==> src/rtl/rule110_pkg.sv <==
// rule110_pkg: shared definitions for the Rule 110 sequencer.
//   - state_t         : controller FSM state encoding
//   - DEF_CELLS       : default automaton width in cells
//   - DEF_WORD_W      : default readout word width
//   - DEF_GEN_W       : default generation-count width
//   - RULE110_TABLE   : next-state lookup, indexed by {left,centre,right}
package rule110_pkg;

  localparam int unsigned DEF_CELLS  = 256;
  localparam int unsigned DEF_WORD_W = 16;
  localparam int unsigned DEF_GEN_W  = 8;

  // Bit n holds the successor of neighbourhood pattern n ({l,c,r}).
  localparam logic [7:0] RULE110_TABLE = 8'b0110_1110;

  typedef enum logic [1:0] {
    IDLE,
    STEP,
    DUMP,
    DONE
  } state_t;

endpackage

==> src/rtl/rule110_seq_ctrl_if.sv <==
// rule110_seq_ctrl_if: seed-load, run-control and readout signals of the
// Rule 110 sequencer.
//   seed_valid/seed_ready/seed_data : byte-wide seed stream (master -> slave)
//   start/gens                      : run request and generation count
//   busy                            : controller not idle
//   out_valid/out_ready/out_data/out_last : word-wide readout stream
//   done                            : one-cycle end-of-run pulse
// Modports: master (driver of seed/control, sink of readout), slave (the
// sequencer itself).
interface rule110_seq_ctrl_if
  import rule110_pkg::*;
#(
  parameter int unsigned WORD_W = DEF_WORD_W,
  parameter int unsigned GEN_W  = DEF_GEN_W
);

  logic              seed_valid;
  logic              seed_ready;
  logic [7:0]        seed_data;
  logic              start;
  logic [GEN_W-1:0]  gens;
  logic              busy;
  logic              out_valid;
  logic              out_ready;
  logic [WORD_W-1:0] out_data;
  logic              out_last;
  logic              done;

  modport master (
    output seed_valid, seed_data, start, gens, out_ready,
    input  seed_ready, busy, out_valid, out_data, out_last, done
  );

  modport slave (
    input  seed_valid, seed_data, start, gens, out_ready,
    output seed_ready, busy, out_valid, out_data, out_last, done
  );

endinterface

==> src/rtl/rule110_next.sv <==
// rule110_next: purely combinational Rule 110 generation step.
//   cells_i : current generation (cell i's left neighbour is cell i+1)
//   cells_o : next generation
// Build option: define RULE110_WRAP_EN for toroidal boundaries; otherwise
// neighbours beyond either end read as 0.
module rule110_next
  import rule110_pkg::*;
#(
  parameter int unsigned CELLS = DEF_CELLS
) (
  input  logic [CELLS-1:0] cells_i,
  output logic [CELLS-1:0] cells_o
);

  // ext[0] is cell 0's right neighbour, ext[CELLS+1] is cell CELLS-1's left
  // neighbour; ext[i +: 3] is then exactly {left,centre,right} of cell i.
  logic [CELLS+1:0] ext;

`ifdef RULE110_WRAP_EN
  assign ext = {cells_i[0], cells_i, cells_i[CELLS-1]};
`else
  assign ext = {1'b0, cells_i, 1'b0};
`endif

  always_comb begin
    cells_o = '0;
    for (int unsigned i = 0; i < CELLS; i++) begin
      cells_o[i] = RULE110_TABLE[ext[i +: 3]];
    end
  end

endmodule

==> src/rtl/rule110_seq_ctrl.sv <==
// rule110_seq_ctrl: Rule 110 cellular automaton sequencer.
//   clk  : sole clock, rising edge
//   rst  : asynchronous active-high reset
//   bus  : rule110_seq_ctrl_if.slave -- seed stream in, start/gens control,
//          busy status, readout word stream out, done pulse
// Flow: IDLE accepts seed bytes (shifted in at the LSB end) until start;
// STEP runs one generation per cycle for gens cycles; DUMP streams the cells
// MSB word first; DONE pulses done for one cycle and returns to IDLE with the
// cells retained.
// Build option: RULE110_WRAP_EN (toroidal boundaries, see rule110_next).
module rule110_seq_ctrl
  import rule110_pkg::*;
#(
  parameter int unsigned CELLS  = DEF_CELLS,
  parameter int unsigned WORD_W = DEF_WORD_W,
  parameter int unsigned GEN_W  = DEF_GEN_W
) (
  input  logic                clk,
  input  logic                rst,
  rule110_seq_ctrl_if.slave   bus
);

  localparam int unsigned NWORDS = CELLS / WORD_W;
  localparam int unsigned KW     = (NWORDS > 1) ? $clog2(NWORDS) : 1;
  localparam logic [KW-1:0] K_LAST = KW'(NWORDS - 1);

  state_t            state_q;
  logic [CELLS-1:0]  cells_q;
  logic [CELLS-1:0]  cells_d;
  logic [GEN_W-1:0]  gen_q;
  logic [KW-1:0]     k_q;
  logic              busy_q;
  logic              out_valid_q;
  logic              out_last_q;
  logic              done_q;
  logic [WORD_W-1:0] word_sel;

  rule110_next #(
    .CELLS (CELLS)
  ) u_next (
    .cells_i (cells_q),
    .cells_o (cells_d)
  );

  // Readout word k counts down from the MSB end of the cell register.
  always_comb begin
    word_sel = '0;
    for (int unsigned i = 0; i < NWORDS; i++) begin
      if (k_q == KW'(i)) begin
        word_sel = cells_q[CELLS-1-i*WORD_W -: WORD_W];
      end
    end
  end

  // start has priority over a seed byte offered in the same cycle.
  assign bus.seed_ready = (state_q == IDLE) && !bus.start;
  assign bus.busy       = busy_q;
  assign bus.out_valid  = out_valid_q;
  assign bus.out_last   = out_last_q;
  assign bus.done       = done_q;
  assign bus.out_data   = out_valid_q ? word_sel : '0;

  always_ff @(posedge clk or posedge rst) begin
    if (rst) begin
      state_q     <= IDLE;
      cells_q     <= '0;
      gen_q       <= '0;
      k_q         <= '0;
      busy_q      <= 1'b0;
      out_valid_q <= 1'b0;
      out_last_q  <= 1'b0;
      done_q      <= 1'b0;
    end else begin
      case (state_q)
        IDLE: begin
          if (bus.start) begin
            gen_q  <= bus.gens;
            k_q    <= '0;
            busy_q <= 1'b1;
            if (bus.gens == '0) begin
              state_q     <= DUMP;
              out_valid_q <= 1'b1;
              out_last_q  <= (K_LAST == '0);
            end else begin
              state_q <= STEP;
            end
          end else if (bus.seed_valid) begin
            cells_q <= {cells_q[CELLS-9:0], bus.seed_data};
          end
        end

        STEP: begin
          cells_q <= cells_d;
          gen_q   <= gen_q - 1'b1;
          if (gen_q == GEN_W'(1)) begin
            state_q     <= DUMP;
            k_q         <= '0;
            out_valid_q <= 1'b1;
            out_last_q  <= (K_LAST == '0);
          end
        end

        DUMP: begin
          if (bus.out_ready) begin
            if (k_q == K_LAST) begin
              state_q     <= DONE;
              k_q         <= '0;
              out_valid_q <= 1'b0;
              out_last_q  <= 1'b0;
              done_q      <= 1'b1;
            end else begin
              k_q        <= k_q + 1'b1;
              out_last_q <= ((k_q + 1'b1) == K_LAST);
            end
          end
        end

        DONE: begin
          state_q <= IDLE;
          done_q  <= 1'b0;
          busy_q  <= 1'b0;
        end

        default: begin
          state_q     <= IDLE;
          busy_q      <= 1'b0;
          out_valid_q <= 1'b0;
          out_last_q  <= 1'b0;
          done_q      <= 1'b0;
        end
      endcase
    end
  end

endmodule

==> src/flat_wrapper.sv <==
// flat-port wrapper written by rule: the top's interface ports become plain ports
module rule110_seq_ctrl_flat import rule110_pkg::*;
#(
  parameter int unsigned CELLS  = DEF_CELLS,
  parameter int unsigned WORD_W = DEF_WORD_W,
  parameter int unsigned GEN_W  = DEF_GEN_W
)
  (clk, rst, bus_seed_valid, bus_seed_data, bus_start, bus_gens, bus_out_ready, bus_seed_ready, bus_busy, bus_out_valid, bus_out_data, bus_out_last, bus_done);
  rule110_seq_ctrl_if #(.WORD_W(WORD_W), .GEN_W(GEN_W)) bus_i ();
  input  logic clk;
  input  logic rst;
  input wire logic [$bits(bus_i.seed_valid)-1:0] bus_seed_valid;
  input wire logic [$bits(bus_i.seed_data)-1:0] bus_seed_data;
  input wire logic [$bits(bus_i.start)-1:0] bus_start;
  input wire logic [$bits(bus_i.gens)-1:0] bus_gens;
  input wire logic [$bits(bus_i.out_ready)-1:0] bus_out_ready;
  output wire logic [$bits(bus_i.seed_ready)-1:0] bus_seed_ready;
  output wire logic [$bits(bus_i.busy)-1:0] bus_busy;
  output wire logic [$bits(bus_i.out_valid)-1:0] bus_out_valid;
  output wire logic [$bits(bus_i.out_data)-1:0] bus_out_data;
  output wire logic [$bits(bus_i.out_last)-1:0] bus_out_last;
  output wire logic [$bits(bus_i.done)-1:0] bus_done;
  assign bus_i.seed_valid = bus_seed_valid;
  assign bus_i.seed_data = bus_seed_data;
  assign bus_i.start = bus_start;
  assign bus_i.gens = bus_gens;
  assign bus_i.out_ready = bus_out_ready;
  assign bus_seed_ready = bus_i.seed_ready;
  assign bus_busy = bus_i.busy;
  assign bus_out_valid = bus_i.out_valid;
  assign bus_out_data = bus_i.out_data;
  assign bus_out_last = bus_i.out_last;
  assign bus_done = bus_i.done;
  rule110_seq_ctrl #(.CELLS(CELLS), .WORD_W(WORD_W), .GEN_W(GEN_W)) u_core (.clk(clk), .rst(rst), .bus(bus_i));
endmodule
==> config.mk <==
export PLATFORM = sky130hd
export DESIGN_NAME = rule110_seq_ctrl_flat
export DESIGN_NICKNAME = d
export VERILOG_FILES = /design/src/rtl/rule110_pkg.sv /design/src/rtl/rule110_seq_ctrl_if.sv /design/src/rtl/rule110_next.sv /design/src/rtl/rule110_seq_ctrl.sv /design/src/flat_wrapper.sv
export SDC_FILE = /design/constraint.sdc
export NUM_CORES = 1
export LEC_CHECK = 0
export CAP_MARGIN = 20
export CORE_MARGIN = 2
export CORE_UTILIZATION = 60
export DETAILED_ROUTE_END_ITERATION = 12
export GPL_TIMING_DRIVEN = 0
export PLACE_DENSITY = 0.82
export SYNTH_ARGS = -nofsm -noshare
export SYNTH_HDL_FRONTEND = slang
export SYNTH_SLANG_ARGS = --single-unit
==> constraint.sdc <==
create_clock -name clk -period 26.3 [get_ports clk]
set_clock_uncertainty 0.05 [all_clocks]
set_input_delay 5.26 -clock clk [delete_from_list [all_inputs] [get_ports clk]]
set_output_delay 5.26 -clock clk [all_outputs]
set_load 0.005 [all_outputs]
==> metrics.csv, run 1 <==
metric;value;unit
Synth Instances;2670;
drt drc;0;
setup TNS;0;ps
Worst Hold Class;flip-flop to flip-flop;
cell row count;68;
Setup WS post-layout;14400;ps
antenna-violating nets left;0;
R2R Setup Slk;23340;ps
Die H;192;um
met2 Track Usage GR;63.9;%
actual slew at the worst max-slew pin;947;ps
first-pass GRT wire length;116;mm
DR vias/cell;6.74;
Post-CTS Hold Fix Bufs;0;
Power Density;94.2;mW/mm2
met1 GRT Util;51.8;%
unrepaired setup endpoints after global routing;false;
most common cell after layout, fill and taps aside;nand2_1;
Total GRT Usage;40.3;%
post-CTS resize count;0;
Setup WS pre-CTS;14420;ps
Crit Path Class;primary input to output pin;
core area;0.0347;mm2
YS warnings;0;
clock sinks;274;
Post-CTS Setup Inserts;0;
vias in the first global route;21000;
Layout area overhead;10.3;%
I/O pin total;42;
sequential share of the synthesized area;32.2;%
CP required;20990;ps
period utilization;45.3;%
nets;3036;
final RePlAce weighted congestion;0.982;
Synth Cell Area;0.0213;mm2
Most Crowded Layer GR;met2;
WL per Instance;22.6;um
Post-DP HPWL;54.1;mm
Primary FF master, synth;dfrtp_1;
drt first pass iters;7;
CTS tree;built;
Bufs on Longest Clock Path;3;
Die Wd;192;um
total grt overflow;0;
Setup crit start kind;primary input;
Die ar.;0.0370;mm2
initial antenna violation count;0;
WL final;72.9;mm
Initial Util;61.3;%
arrival time of the worst setup path;6590;ps
EDFF count, synth;0;
CTS root buffer;clkbuf_16;
total number of vias;21800;
PortBufs;41;
TritonCTS Buffers;35;
final setup vio count;0;
fmax;84.0;MHz
Mapped Nets;2956;
routing usage on met3;7.40;%
final cell utilization of the core;67.6;%
worst vdd ir;0.102;mV
Final Hold Viols;0;
most frequent cells in the layout;477 x nand2_1, 320 x o21ai_0, 307 x o211ai_1;
minimum clock period;11900;ps
Crit. End Element;output pin;
Clk Latency, worst-skew pair;570;ps
number of DRC markers in iteration 0;2453;
Final Max Slew Viols;0;
status;completed;
layout cells sized above 1;5.62;%
H-Tree Depth;2;
Worst slew margin;36.8;%
ant diodes;0;
number of synthesized register bits;274;
WHS;443;ps
Distinct cells, synth;60;
Syn Area/Cell;7.96;um2
pin count of the biggest net entering global routing;122;
leakage;9.54;nW
Worst-path clk slew;60;ps
Max Cap Viol;0;
Synth async-reset ratio;100;%
Max Fanout on Critical Path;5;
==> critical path, cell delays in order <==
cell	delay (ps)
clkdlybuf4s50_1	460
nand2b_1	230
inv_1	130
clkdlybuf4s50_1	510
==> synthesized netlist by cell type, types with 2 or more instances <==
cell type    n  area share (%)
a211o_1      2           0.082
a211oi_1     2           0.071
a21boi_0     5            0.18
a21boi_1     9            0.32
a21o_1      31             1.1
a21oi_1     93             2.2
a221o_1      3            0.14
a221oi_1    45             1.9
a22oi_1      4            0.14
a31o_2       2           0.082
a31oi_1      2           0.059
a32o_1       2           0.094
and2_1       2           0.059
and3_1       3           0.088
buf_1       20            0.35
buf_2       79             1.9
buf_4        2           0.071
buf_6        5            0.26
clkbuf_1    71             1.3
dfrtp_1    274              32
ha_1       265              16
inv_1      269             4.7
mux2i_1     10            0.47
nand2_1    477             8.4
nand2b_1     5            0.15
nand3_1    194             4.6
nand4_1      3           0.088
nor2_1      32            0.56
nor2b_1     20            0.59
nor3_1       6            0.14
nor3b_1     28            0.99
o211ai_1   307              11
o21a_1      15            0.53
o21ai_0    320             7.5
o21ai_1      2           0.047
o21bai_1     2           0.071
o221ai_1    12            0.49
o22ai_1     23            0.68
o32ai_1      2           0.082
or4_1        2           0.071
==> cells by family after synthesis <==
group	after synthesis	synth area share [%]
multiplexers	11	0.524
buffers and inverters	446	8.55
flip-flops	274	32.2
AO/OA/AOI/OAI	889	26.8
AND/OR/NAND/NOR	784	16.2
adder cells (fa/ha/maj)	265	15.6
XOR/XNOR	1	0.0412
==> flip-flops by register name, indices dropped and copies added (netlist names) <==
signal and count:
u_core.bus.busy 1, u_core.bus.done 1, u_core.bus.out_last 1, u_core.bus.out_valid 1, u_core.cells_q 256, u_core.gen_q 8, u_core.k_q 4, u_core.state_q 2
==> final cells by class <==
type	instances	area, um2
inverters	269	1020
fillers	2837	11200
flip-flops and latches	274	6860
plain buffers	177	808
multi-input cells	1950	12600
well taps	455	569
clock inverters	13	154
clock buffers	48	1000
repair buffers	43	465
==> routing by layer <==
layer	vias to the layer above	share of wire, %
met5	-	0.095
met4	2	6.5
met3	352	9.9
met2	1260	45
met1	10400	39
li1	9725	-
==> power by group <==
group | total, mW | switching (mW) | internal (mW)
Combinational | 1.05 | 0.709 | 0.339
Clock | 0.500 | 0.203 | 0.297
Sequential | 0.664 | 0.156 | 0.508
==> final timing paths <==
path / depth (start not counted) / from / to
max in group asynchronous: 3 / rst / u_core.cells_q[117]
min: 2 / u_core.bus.out_last / u_core.bus.out_last
max reg2reg: 8 / u_core.state_q[1] / u_core.cells_q[3]
max: 4 / bus_start / bus_seed_ready
min reg2reg: 2 / u_core.bus.out_last / u_core.bus.out_last
min in group asynchronous: 2 / rst / u_core.cells_q[207]
==> per-stage QoR <==
step / instances / cell area [um2] / power [mW]
final: 3229 / 23500 / 2.21
after global routing: 3229 / 23500 / 2.34
after CTS: 3229 / 23500 / 2.17
after detailed placement: 3168 / 22300 / 1.66
after global placement: 3166 / 22200 / 1.61
after floorplan: 2670 / 21300 / 1.29
Power figures use the tool's default switching activity.
==> run 2, diff against run 1 <==
==> constraint.sdc (replaced) <==
create_clock -name clk -period 12.1 [get_ports clk]
set_clock_uncertainty 0.05 [all_clocks]
set_input_delay 2.42 -clock clk [delete_from_list [all_inputs] [get_ports clk]]
set_output_delay 2.42 -clock clk [all_outputs]
set_load 0.005 [all_outputs]
==> results of run 2 <==
The final DEF is identical to that of run 1. Status: completed.
Among the figures that moved: setup slack after placement 14420 ps -> 5900 ps; setup slack after layout 14400 ps -> 5370 ps; start point of the critical path bus_start -> u_core.k_q[0]; end point of the critical path bus_seed_ready -> bus_out_data[3]; register-to-register setup slack 23340 ps -> 9140 ps; total power 2.21 mW -> 4.81 mW; worst IR drop on VDD 0.102 mV -> 0.221 mV
==> variant 1 (flow settings as in run 2) <==
Set the package constant `DEF_CELLS` to 128 (it was 256).
--- a/src/rtl/rule110_pkg.sv
+++ b/src/rtl/rule110_pkg.sv
@@ -8,3 +8,3 @@
 
-  localparam int unsigned DEF_CELLS  = 256;
+  localparam int unsigned DEF_CELLS  = 128;
   localparam int unsigned DEF_WORD_W = 16;
Behaviour: same outputs for any inputs over 4 cycles, from zero or initial values and one cycle with rst high; that may be too few to reach the edited logic, so the function may still have changed.
==> variant 1 against run 2 <==
  * Area after synthesis shrank 48%
  * Largest power group unchanged
  * Sequential share of layout area increased by 0.33 points
  * Total power down 26%
  * Synthesized cell count fell by 48%
  * Die area fell by 48%
  * Sequential cell count fell by 129
  * Routed wire length decreased by 56%
  * Core utilization increased by 0.76 points
  * Combinational power is 13% lower
  * Worst setup slack better by 230 ps
  * Fmax grew 3.5%
  * Critical path depth grew 1
  * Design area fell by 48%
  * First-iteration DRC count down 59%
==> variant 1: results (changes against run 2) <==
- Synth cell types: 40 (was 60)
- Met3 GRT Util: 5.25% (was 7.40%)
- Fillers: 1485 (was 2837)
- Uppermost layer routed: met4 (was met5)
- Synth top cells by count: nand2_1 (282), dfrtp_1 (145), o211ai_1 (142) (was nand2_1 (477), o21ai_0 (320), o211ai_1 (307))
- Post-Place Cell Area: 11700 um2 (was 22300 um2)
- Post-synthesis mux area share: 1.02% (was 0.524%)
- WL met1: 14.0 mm (was 28.1 mm)
- First-pass GRT wire length: 52.0 mm (was 116 mm)
- Grt met1 use: 46.5% (was 51.8%)
- Drt via density: 6.36 (was 6.74)
- GP Congestion: 0.956 (was 0.982)
- Nets: 1602 (was 3036)
- Drt pass-1 iters: 5 (was 7)
- Pre-CTS WS: 5950 ps (was 5900 ps)
- Post-DP HPWL: 23.4 mm (was 54.1 mm)
- Post-Synth Adder-Cell Area: 15.8% (was 15.6%)
- Later-pin clock latency in the skew report: 430 ps (was 570 ps)
- Top post-synthesis cells by area: dfrtp_1 (33%), ha_1 (16%), o211ai_1 (9.7%) (was dfrtp_1 (32%), ha_1 (16%), o211ai_1 (11%))
- Htree depth: 4 (was 2)
- Area Growth Syn to Fin: 12.1% (was 10.3%)
- Met2 Usage GRT: 52.7% (was 63.9%)
- P_leak: 4.85 nW (was 9.54 nW)
- Syn nets: 1541 (was 2956)
- Cell Count Post-Placement: 1653 (was 3168)
- CP peak stage delay: 540 ps (was 620 ps)
- Reg2Reg Capture Point: u_core.cells_q[68] (was u_core.cells_q[3])
- Gr usage total: 33.3% (was 40.3%)
- Vias in the first global route: 10126 (was 21044)
- Mapped Cells: 1382 (was 2670)
- WL final: 32.3 mm (was 72.9 mm)
- Run status: complete, no violations (unchanged)
- Largest net degree at the start of global routing: 90 (was 122)
- Rel. slew slack: 42.8% (was 36.8%)
- Share of cells above drive strength 1: 4.46% (was 5.62%)
- Setup crit end: bus_out_data[8] (was bus_out_data[3])
- Synth Area in Compound Gates: 23.7% (was 26.8%)
- Min-delay src: u_core.bus.busy (was u_core.bus.out_last)
- WHS Endpoint: u_core.bus.busy (was u_core.bus.out_last)
## variant 1: cell count changes in the layout (fill, tap and decap cells not counted), moves of 20 or more
cell,change
nand2_1,-195
a221oi_1,-29
dfrtp_1,-129
nor2b_1,-20
inv_1,-130
o211ai_1,-165
buf_2,-56
o21ai_0,-179
nor2_1,-30
nand3_1,-77
a21o_1,-31
a21oi_1,-35
ha_1,-127
## variant 1: where the power goes
| part | internal [W] | total, W | switching (W) |
|---|---|---|---|
| logic | 0.000759 | 0.00199 | 0.00123 |
| registers | 0.000705 | 0.00104 | 0.000339 |
| clock network | 0.000313 | 0.000548 | 0.000235 |
| total | 0.00178 | 0.00358 | 0.00180 |
## variant 1: layout make-up
cell class,count,area share (%)
well taps,229,2.33
flip-flops and latches,145,29.5
inverters,140,4.32
repair buffers,42,3.57
clock buffers,19,3.61
clock inverters,13,1.23
plain buffers,86,2.86
multi-input cells,1011,52.5
==> variant 2 (config.mk and constraints of run 2) <==
Without the edit above. Make the reset (`rst`) synchronous in one clocked block. Comments in the files are not updated.
--- a/src/rtl/rule110_seq_ctrl.sv
+++ b/src/rtl/rule110_seq_ctrl.sv
@@ -62,3 +62,3 @@
 
-  always_ff @(posedge clk or posedge rst) begin
+  always_ff @(posedge clk) begin
     if (rst) begin
Formal check against the unedited RTL: differs if rst is asserted again (counterexample within 4 cycles, from zero or initial values and one cycle with rst high); with rst held inactive, the same outputs for 4 cycles.
==> variant 2 against run 2 <==
  * Worst setup slack worse by 870 ps
  * Total power rose by 100%
  * Routed wire length grew 67%
  * Sequential cell count is 254 higher
  * Via count is 13% higher
  * Area after synthesis is 41% higher
  * Design area up 42%
  * Hold slack got worse by 4.9 ps
  * Largest cell class unchanged
==> variant 2: results (changes against run 2) <==
- CP peak stage delay: 1110 ps (was 620 ps)
- Seq/total area: 31.7% (was 29.2%)
- P_leak: 12.5 nW (was 9.54 nW)
- Setup crit end: bus_out_data[10] (was bus_out_data[3])
- Gr usage total: 46.8% (was 40.3%)
- First-pass GRT wire length: 170 mm (was 116 mm)
- Met3 GRT Util: 15.2% (was 7.40%)
- Vias in the first global route: 24287 (was 21044)
- Worst slew pin tran: 1320 ps (was 947 ps)
- Slowest-stage cell, CP: a2111oi_0 (was clkdlybuf4s50_1)
- IO buf count: 40 (was 41)
- Async S/R FF share, synth: 0% (was 100%)
- CTS buffer count: 56 (was 35)
- Reg2Reg Capture Point: u_core.cells_d[6] (was u_core.cells_q[3])
- Nets: 3454 (was 3036)
- Met2 Usage GRT: 67.6% (was 63.9%)
- Reg2reg path depth: 13 (was 8)
- CLK BUF: 79 (was 48)
- Multi-input gates: 1829 (was 1950)
- Average wire per standard cell: 31.4 um (was 22.6 um)
- CP startpoint: u_core.k_q[1] (was u_core.k_q[0])
- Share of cells above drive strength 1: 16.0% (was 5.62%)
- Largest net degree at the start of global routing: 15 (was 122)
- Grt met1 use: 60.5% (was 51.8%)
- Synth top cells by count: dfxtp_1 (528), inv_1 (521), mux2i_1 (516) (was nand2_1 (477), o21ai_0 (320), o211ai_1 (307))
- Arrival @ worst endpoint: 5130 ps (was 4260 ps)
- Sequential area share after synthesis: 35.2% (was 32.2%)
- Top_reg_cell synth: dfxtp_1 (was dfrtp_1)
- GP Congestion: 1.09 (was 0.982)
- Post-DP HPWL: 93.2 mm (was 54.1 mm)
- DR vias: 24611 (was 21755)
- Reg2reg setup slack: 8080 ps (was 9140 ps)
- Max IR drop VDD: 208 uV (was 221 uV)
- Antenna violations before repair: 7 (was 0)
- Run status: complete, no violations (unchanged)
- Cell Count Post-Placement: 3772 (was 3168)
- Top post-synthesis cells by area: dfxtp_1 (35%), mux2i_1 (17%), ha_1 (11%) (was dfrtp_1 (32%), ha_1 (16%), o211ai_1 (11%))
- Clock-cell share: 6.05% (was 4.94%)
- Initial DRC Count: 2969 (was 2453)
- Later-pin clock latency in the skew report: 630 ps (was 570 ps)
- Multi-input combinational area share: 49.6% (was 53.7%)
-- variant 2: how the worst min path moves through the flow --
| stage | startpoint | end | slack (ps) | depth (start not counted) |
|---|---|---|---|---|
| after floorplan | u_core.bus.out_last | u_core.bus.out_last | 400 | 2 |
| after global placement | u_core.bus.out_last | u_core.bus.out_last | 410 | 2 |
| after detailed placement | u_core.bus.out_last | u_core.bus.out_last | 430 | 2 |
| after CTS | u_core.bus.out_last | u_core.bus.out_last | 440 | 2 |
| after global routing | u_core.bus.out_last | u_core.bus.out_last | 450 | 2 |
| final | u_core.bus.out_last | u_core.bus.out_last | 440 | 2 |
-- variant 2: metrics by stage --
| stage | power (W) | setup slack, ps | hold WS, ps | cell area, um2 |
|---|---|---|---|---|
| finish | 0.00977 | 4500 | 438 | 33400 |
| CTS | 0.00956 | 4760 | 437 | 33400 |
| global route | 0.0101 | 4660 | 455 | 33400 |
| floorplan | 0.00602 | 6980 | 398 | 30000 |
| global placement | 0.00736 | 5110 | 414 | 31200 |
| detailed placement | 0.00762 | 5400 | 432 | 31300 |
-- variant 2: power by group --
group | switching (W) | internal, W
clock | 0.000764 | 0.00115
combinational | 0.00295 | 0.00170
sequential | 0.000769 | 0.00243
-- variant 2: cell families after synthesis --
kind of cell	count (synthesis)	share of synthesized area, %
adder cells (fa/ha/maj)	265	11.1
AND/OR/NAND/NOR	483	7.11
buffers and inverters	702	9.54
multiplexers	531	17.8
AO/OA/AOI/OAI	549	19.3
XOR/XNOR	1	0.0292
flip-flops	528	35.2
-- variant 2: routing by layer --
layer  share of wire [%]  vias to the layer above
li1                    -                    10562
met1                  39                    11996
met2                  40                     1596
met3                  13                      451
met4                 7.2                        6
met5               0.036                        -
